`src/rtl/arpas_tx_pkg.sv`:
```
// Shared types and constants for the ARPAS 2-bit TDM transmitter.
package arpas_tx_pkg;

    localparam int unsigned ARPAS_SLOTS   = 4;
    localparam int unsigned ARPAS_SLOT_W  = 2;
    localparam int unsigned ARPAS_GAP_CYC = 3;
    localparam int unsigned ARPAS_CNT_W   = 8;

    typedef logic [ARPAS_SLOT_W-1:0] slot_t;

    typedef enum logic [2:0] {
        StIdle,
        StData,
        StGap1,
        StStep,
        StGap2
    } tx_state_t;

endpackage

```
`src/rtl/arpas_slot_timer.sv`:
```
// DATA-phase down-counter: load sets DATA_CYC-1, expiry flags the last data cycle.
module arpas_slot_timer
    import arpas_tx_pkg::*;
#(
    parameter int unsigned DATA_CYC = 4
) (
    input  logic i_c,
    input  logic i_r_n,
    input  logic i_load,
    input  logic i_dec,
    output logic o_expired
);

    logic [ARPAS_CNT_W-1:0] r_cnt;
    logic [ARPAS_CNT_W-1:0] w_cnt_d;

    always_comb begin
        w_cnt_d = r_cnt;
        if (i_load) begin
            w_cnt_d = ARPAS_CNT_W'(DATA_CYC - 1);
        end else if (i_dec && (r_cnt != '0)) begin
            w_cnt_d = r_cnt - 1'b1;
        end
    end

    always_ff @(posedge i_c or negedge i_r_n) begin
        if (!i_r_n) begin
            r_cnt <= '0;
        end else begin
            r_cnt <= w_cnt_d;
        end
    end

    assign o_expired = (r_cnt == '0);

endmodule

```
`src/rtl/arpas_tdm_tx.sv`:
```
// ARPAS TDM transmitter: serialises four channel bits with inc steps per slot.
// Optional ARPAS_TX_LOOP_EN: repeat frames back-to-back, re-sampling din each frame.
module arpas_tdm_tx
    import arpas_tx_pkg::*;
#(
    parameter int unsigned DATA_CYC = 4
) (
    input  logic                    i_c,
    input  logic                    i_r_n,
    input  logic                    i_start,
    input  logic [ARPAS_SLOTS-1:0]  i_din,
    output logic                    o_ready,
    output logic                    o_sig,
    output logic                    o_inc,
    output logic [ARPAS_SLOT_W-1:0] o_slot,
    output logic                    o_done
);

    tx_state_t              r_state;
    tx_state_t              w_state_d;
    slot_t                  r_slot;
    slot_t                  w_slot_d;
    logic [ARPAS_SLOTS-1:0] r_shadow;
    logic [ARPAS_SLOTS-1:0] w_shadow_d;

    logic r_ready;
    logic r_sig;
    logic r_inc;
    logic r_done;
    logic w_ready_d;
    logic w_sig_d;
    logic w_inc_d;
    logic w_done_d;

    logic w_accept;
    logic w_load;
    logic w_dec;
    logic w_expired;

    assign w_accept = i_start & r_ready;

    arpas_slot_timer #(
        .DATA_CYC (DATA_CYC)
    ) u_timer (
        .i_c       (i_c),
        .i_r_n     (i_r_n),
        .i_load    (w_load),
        .i_dec     (w_dec),
        .o_expired (w_expired)
    );

    always_comb begin
        w_state_d  = r_state;
        w_slot_d   = r_slot;
        w_shadow_d = r_shadow;
        w_load     = 1'b0;
        w_dec      = 1'b0;
        unique case (r_state)
            StIdle: begin
                if (w_accept) begin
                    w_state_d  = StData;
                    w_slot_d   = '0;
                    w_shadow_d = i_din;
                    w_load     = 1'b1;
                end
            end
            StData: begin
                if (w_expired) begin
                    w_state_d = StGap1;
                end else begin
                    w_dec = 1'b1;
                end
            end
            StGap1: w_state_d = StStep;
            StStep: w_state_d = StGap2;
            StGap2: begin
                if (r_slot != slot_t'(ARPAS_SLOTS - 1)) begin
                    w_state_d = StData;
                    w_slot_d  = r_slot + 1'b1;
                    w_load    = 1'b1;
                end else begin
`ifdef ARPAS_TX_LOOP_EN
                    w_state_d  = StData;
                    w_slot_d   = '0;
                    w_shadow_d = i_din;
                    w_load     = 1'b1;
`else
                    w_state_d = StIdle;
                    w_slot_d  = '0;
`endif
                end
            end
            default: begin
                w_state_d = StIdle;
                w_slot_d  = '0;
            end
        endcase
    end

    // Outputs are decoded from the next state so they are registered yet cycle-aligned
    always_comb begin
        w_ready_d = (w_state_d == StIdle);
        w_sig_d   = (w_state_d == StData) & w_shadow_d[w_slot_d];
        w_inc_d   = (w_state_d == StStep);
        w_done_d  = (w_state_d == StGap2) && (w_slot_d == slot_t'(ARPAS_SLOTS - 1));
    end

    always_ff @(posedge i_c or negedge i_r_n) begin
        if (!i_r_n) begin
            r_state  <= StIdle;
            r_slot   <= '0;
            r_shadow <= '0;
            r_ready  <= 1'b0;
            r_sig    <= 1'b0;
            r_inc    <= 1'b0;
            r_done   <= 1'b0;
        end else begin
            r_state  <= w_state_d;
            r_slot   <= w_slot_d;
            r_shadow <= w_shadow_d;
            r_ready  <= w_ready_d;
            r_sig    <= w_sig_d;
            r_inc    <= w_inc_d;
            r_done   <= w_done_d;
        end
    end

    assign o_ready = r_ready;
    assign o_sig   = r_sig;
    assign o_inc   = r_inc;
    assign o_slot  = r_slot;
    assign o_done  = r_done;

endmodule

```
`config.mk`:
```
export PLATFORM = sky130hd
export DESIGN_NAME = arpas_tdm_tx
export DESIGN_NICKNAME = d
export VERILOG_FILES = /design/src/rtl/arpas_tx_pkg.sv /design/src/rtl/arpas_slot_timer.sv /design/src/rtl/arpas_tdm_tx.sv
export SDC_FILE = /design/constraint.sdc
export NUM_CORES = 1
export LEC_CHECK = 0
export BUFFER_PORTS_ARGS = -buffer_cell sky130_fd_sc_hd__buf_2
export CAP_MARGIN = 5
export CORE_ASPECT_RATIO = 0.5
export CORE_UTILIZATION = 30
export CTS_CLUSTER_DIAMETER = 80
export CTS_CLUSTER_SIZE = 10
export DETAILED_ROUTE_END_ITERATION = 12
export HOLD_SLACK_MARGIN = 0.02
export REMOVE_ABC_BUFFERS = 1
export SYNTH_ARGS = -nofsm -noshare
export SYNTH_HDL_FRONTEND = slang
export SYNTH_SLANG_ARGS = --single-unit
```
`constraint.sdc`:
```
create_clock -name i_c -period 3.4 [get_ports i_c]
set_clock_uncertainty 0.05 [all_clocks]
set_input_delay 0.68 -clock i_c [delete_from_list [all_inputs] [get_ports i_c]]
set_output_delay 0.68 -clock i_c [all_outputs]
set_load 0.05 [all_outputs]
```
==> out/qor.csv <==
stage,metric,value,unit
outcome,status,"finished, final reports clean",
routing,antenna-violating nets left,0,
power,register share of total power,0.589,
sta,unrepaired setup endpoints after global routing,no,
synthesis,Yosys top cell by area,dfrtp_1,
synthesis,synthesized area per cell,10.4,µm²
floorplan,core area,3490,µm²
global_route,Tot GR Track Use,0.125,
floorplan,FP Rows,15,
sta,Tmin final,2.03,ns
global_route,largest net degree at the start of global routing,22,
power,NetSw,0.0882,mW
synthesis,"Top FF cell, synth",dfrtp_1,
power,pwr dens,336,nW/µm²
floorplan,initial core utilization,0.319,
setup_path,Worst Path Arrival,2.13,ns
cells_and_area,fill cell count,374,
sta,final period utilization,0.596,
global_route,vias in the first global route,811,
clock_network,Resize count post-CTS,0,
setup_path,Worst R2R Path Depth,4,
routing,via count,872,
synthesis,YS warnings,0,
synthesis,Mapped Area,1110,µm²
setup_path,worst reg2reg setup slack,1.37,ns
clock_network,count of hold-fix buffers inserted at cts,0,
setup_path,Setup crit end kind,flop,
clock_network,H-tree depth,1,
setup_path,Worst EP required,3.50,ns
routing,Avg WL per Cell,13.0,µm
clock_network,post-CTS setup buffers,0,
clock_network,Sinks on Clock Net,21,
routing,Initial DRC Count,43,
synthesis,Syn Inst Count,107,
power,leakage power total,0.535,nW
cells_and_area,fin cells,170,
setup_path,Critical R2R Launch,u_timer.r_cnt[3],
sta,# setup viols final,0,
setup_path,Buf/Inv on CP,0,
synthesis,Post-synth EDFFs,0,
sta,slew at the pin closest to its max-slew limit,0.604,ns
setup_path,slowest CP cell,or4_4,
sta,Slew Limit Fails,0,
clock_network,Clock Latency Late Sink,0.26,ns
placed_design,placed cell count,166,
global_route,initial antenna violation count,0,
synthesis,top cell type's share of synthesized area,0.471,
cells_and_area,# nets final,129,
setup_path,reg2reg end,o_sig,
power,Comb pwr share,0.020,
cells_and_area,layout cells sized above 1,0.185,
routing,Pre-antenna DRT Iters,3,
synthesis,"Seq/Total Area, Yosys",0.471,
sta,Setup Total Neg Slack,0,ns
synthesis,Seq cells post-synth,21,
floorplan,die height,45.1,µm
setup_path,"CP delay by family, top",simple AND/OR/NAND/NOR gates,
global_route,grt ovf,0,
placed_design,placer congestion estimate,0.777,
clock_network,cts bufs inserted,3,
synthesis,Post-synth top cells,"dfrtp_1 (21), a21oi_1 (7), o31ai_1 (6)",
sta,"Hold Vio Cnt, Final",0,
setup_path,crit-path max FO,16,
power,Clk pwr share,0.391,
setup_path,crit path launch type,flop,
flow_run,reported max-cap violation count,0,
routing,Avg Vias per Cell,5.13,
routing,detailed-route DRC error count,0,
sta,slew margin rel.,0.597,
hold_path,worst hold path type,primary input to async pin,
power,switching share of power,0.208,
placed_design,# port buffers,12,
setup_path,max incr delay on CP,0.59,ns
power,internal power,0.335,mW
setup_path,crit path cell chain,or4_4 > o31ai_4 > nand2_1 > o221a_2,
floorplan,die area,3980,µm²
synthesis,"top cells by area, synth","dfrtp_1 (47%), o31ai_1 (4.0%), a21oi_1 (3.1%)",
clock_network,CTS tree,done,
sta,FMAX,494,MHz
floorplan,I/O Pins,13,
synthesis,most frequent cell after synthesis,dfrtp_1,
synthesis,Yosys cell types,43,
setup_path,Setup CP Type,flop to flop,
cells_and_area,antenna cells,0,
clock_network,CTS root buf,clkbuf_8,
cells_and_area,Synth-to-Final Area Change,13.0,%
placed_design,HPWL after detailed placement,1530,µm
clock_network,clock tree buffer depth,2,
clock_network,Worst-path clk slew,0.08,ns
synthesis,asr flop ratio synth,1.00,
floorplan,Die Wd,88.2,µm
routing,Detailed Route WL,2210,µm
global_route,wire length of the first global-routing pass,3820,µm
power,VDD IR max,0.0000983,V
-- logic make-up after synthesis --
family | count (synthesis) | share of synthesized area
multiplexers | 4 | 0.0393
XOR/XNOR | 1 | 0.00786
adder cells (fa/ha/maj) | 2 | 0.0224
flip-flops | 21 | 0.471
AND/OR/NAND/NOR | 36 | 0.205
AO/OA/AOI/OAI | 33 | 0.212
buffers and inverters | 10 | 0.0415
-- power by group through the flow --
stage	registers (mW)	logic, mW	clock network, mW
detailed placement	0.254	0.00887	0
global placement	0.254	0.00890	0
finish	0.249	0.00833	0.166
global route	0.250	0.00987	0.181
CTS	0.249	0.00889	0.170
floorplan	0.255	0.0000545	0
-- worst max path at each step --
stage	depth (start not counted)	start	slack [ns]	to
2_1_floorplan	5	o_slot[1]	1.40	o_sig
3_3_place_gp	4	u_timer.r_cnt[3]	1.44	u_timer.r_cnt[2]
3_5_place_dp	4	u_timer.r_cnt[3]	1.41	o_sig
4_1_cts	4	u_timer.r_cnt[3]	1.39	o_sig
5_1_grt	4	u_timer.r_cnt[3]	1.26	o_sig
6_report	4	u_timer.r_cnt[3]	1.37	o_sig
-- state kept, by name (all words and copies together) (netlist names) --
| register | cells |
|---|---|
| o_ready | 1 |
| o_done | 1 |
| o_inc | 1 |
| o_sig | 1 |
| o_slot | 2 |
| u_timer.r_cnt | 8 |
| r_shadow | 4 |
| r_state | 3 |
-- cell type report --
cell class / count / area, µm² / area share
well taps: 51 / 63.8 / 0.0506
clock buffers: 4 / 45.0 / 0.0357
multi-input cells: 76 / 543 / 0.431
repair buffers: 12 / 60.1 / 0.0477
inverters: 6 / 22.5 / 0.0179
flip-flops and latches: 21 / 526 / 0.417
-- cell usage in the layout (no fill, tap or decap), drive strengths merged, types with 3 or more instances in the layout --
master  instances
buf            12
inv             6
or3             3
or4             5
nor2            5
o31ai           7
nand2           5
nor3b           4
mux2            3
o21ai           7
clkbuf          4
dfrtp          21
a21oi           7
-- layer usage --
| metal | track usage | routed length (µm) |
|---|---|---|
| met1 | 0.170 | 1070 |
| met3 | 0.0366 | 52 |
| met5 | 0 | 0 |
| met4 | 0.0419 | 19 |
| met2 | 0.194 | 1060 |
-- stage by stage --
stage          power [mW]  cell area [µm²]  setup slack [ns]  hold WS, ns  utilization
6_report            0.424             1260              1.37        0.322        0.361
5_1_grt             0.440             1260              1.26        0.354        0.361
4_1_cts             0.429             1260              1.39        0.337        0.361
3_5_place_dp        0.263             1210              1.41        0.443        0.348
3_3_place_gp        0.263             1210              1.44        0.436        0.348
2_1_floorplan       0.255             1090              1.40        0.334            -
No activity file was read; power rests on OpenSTA's default activity.
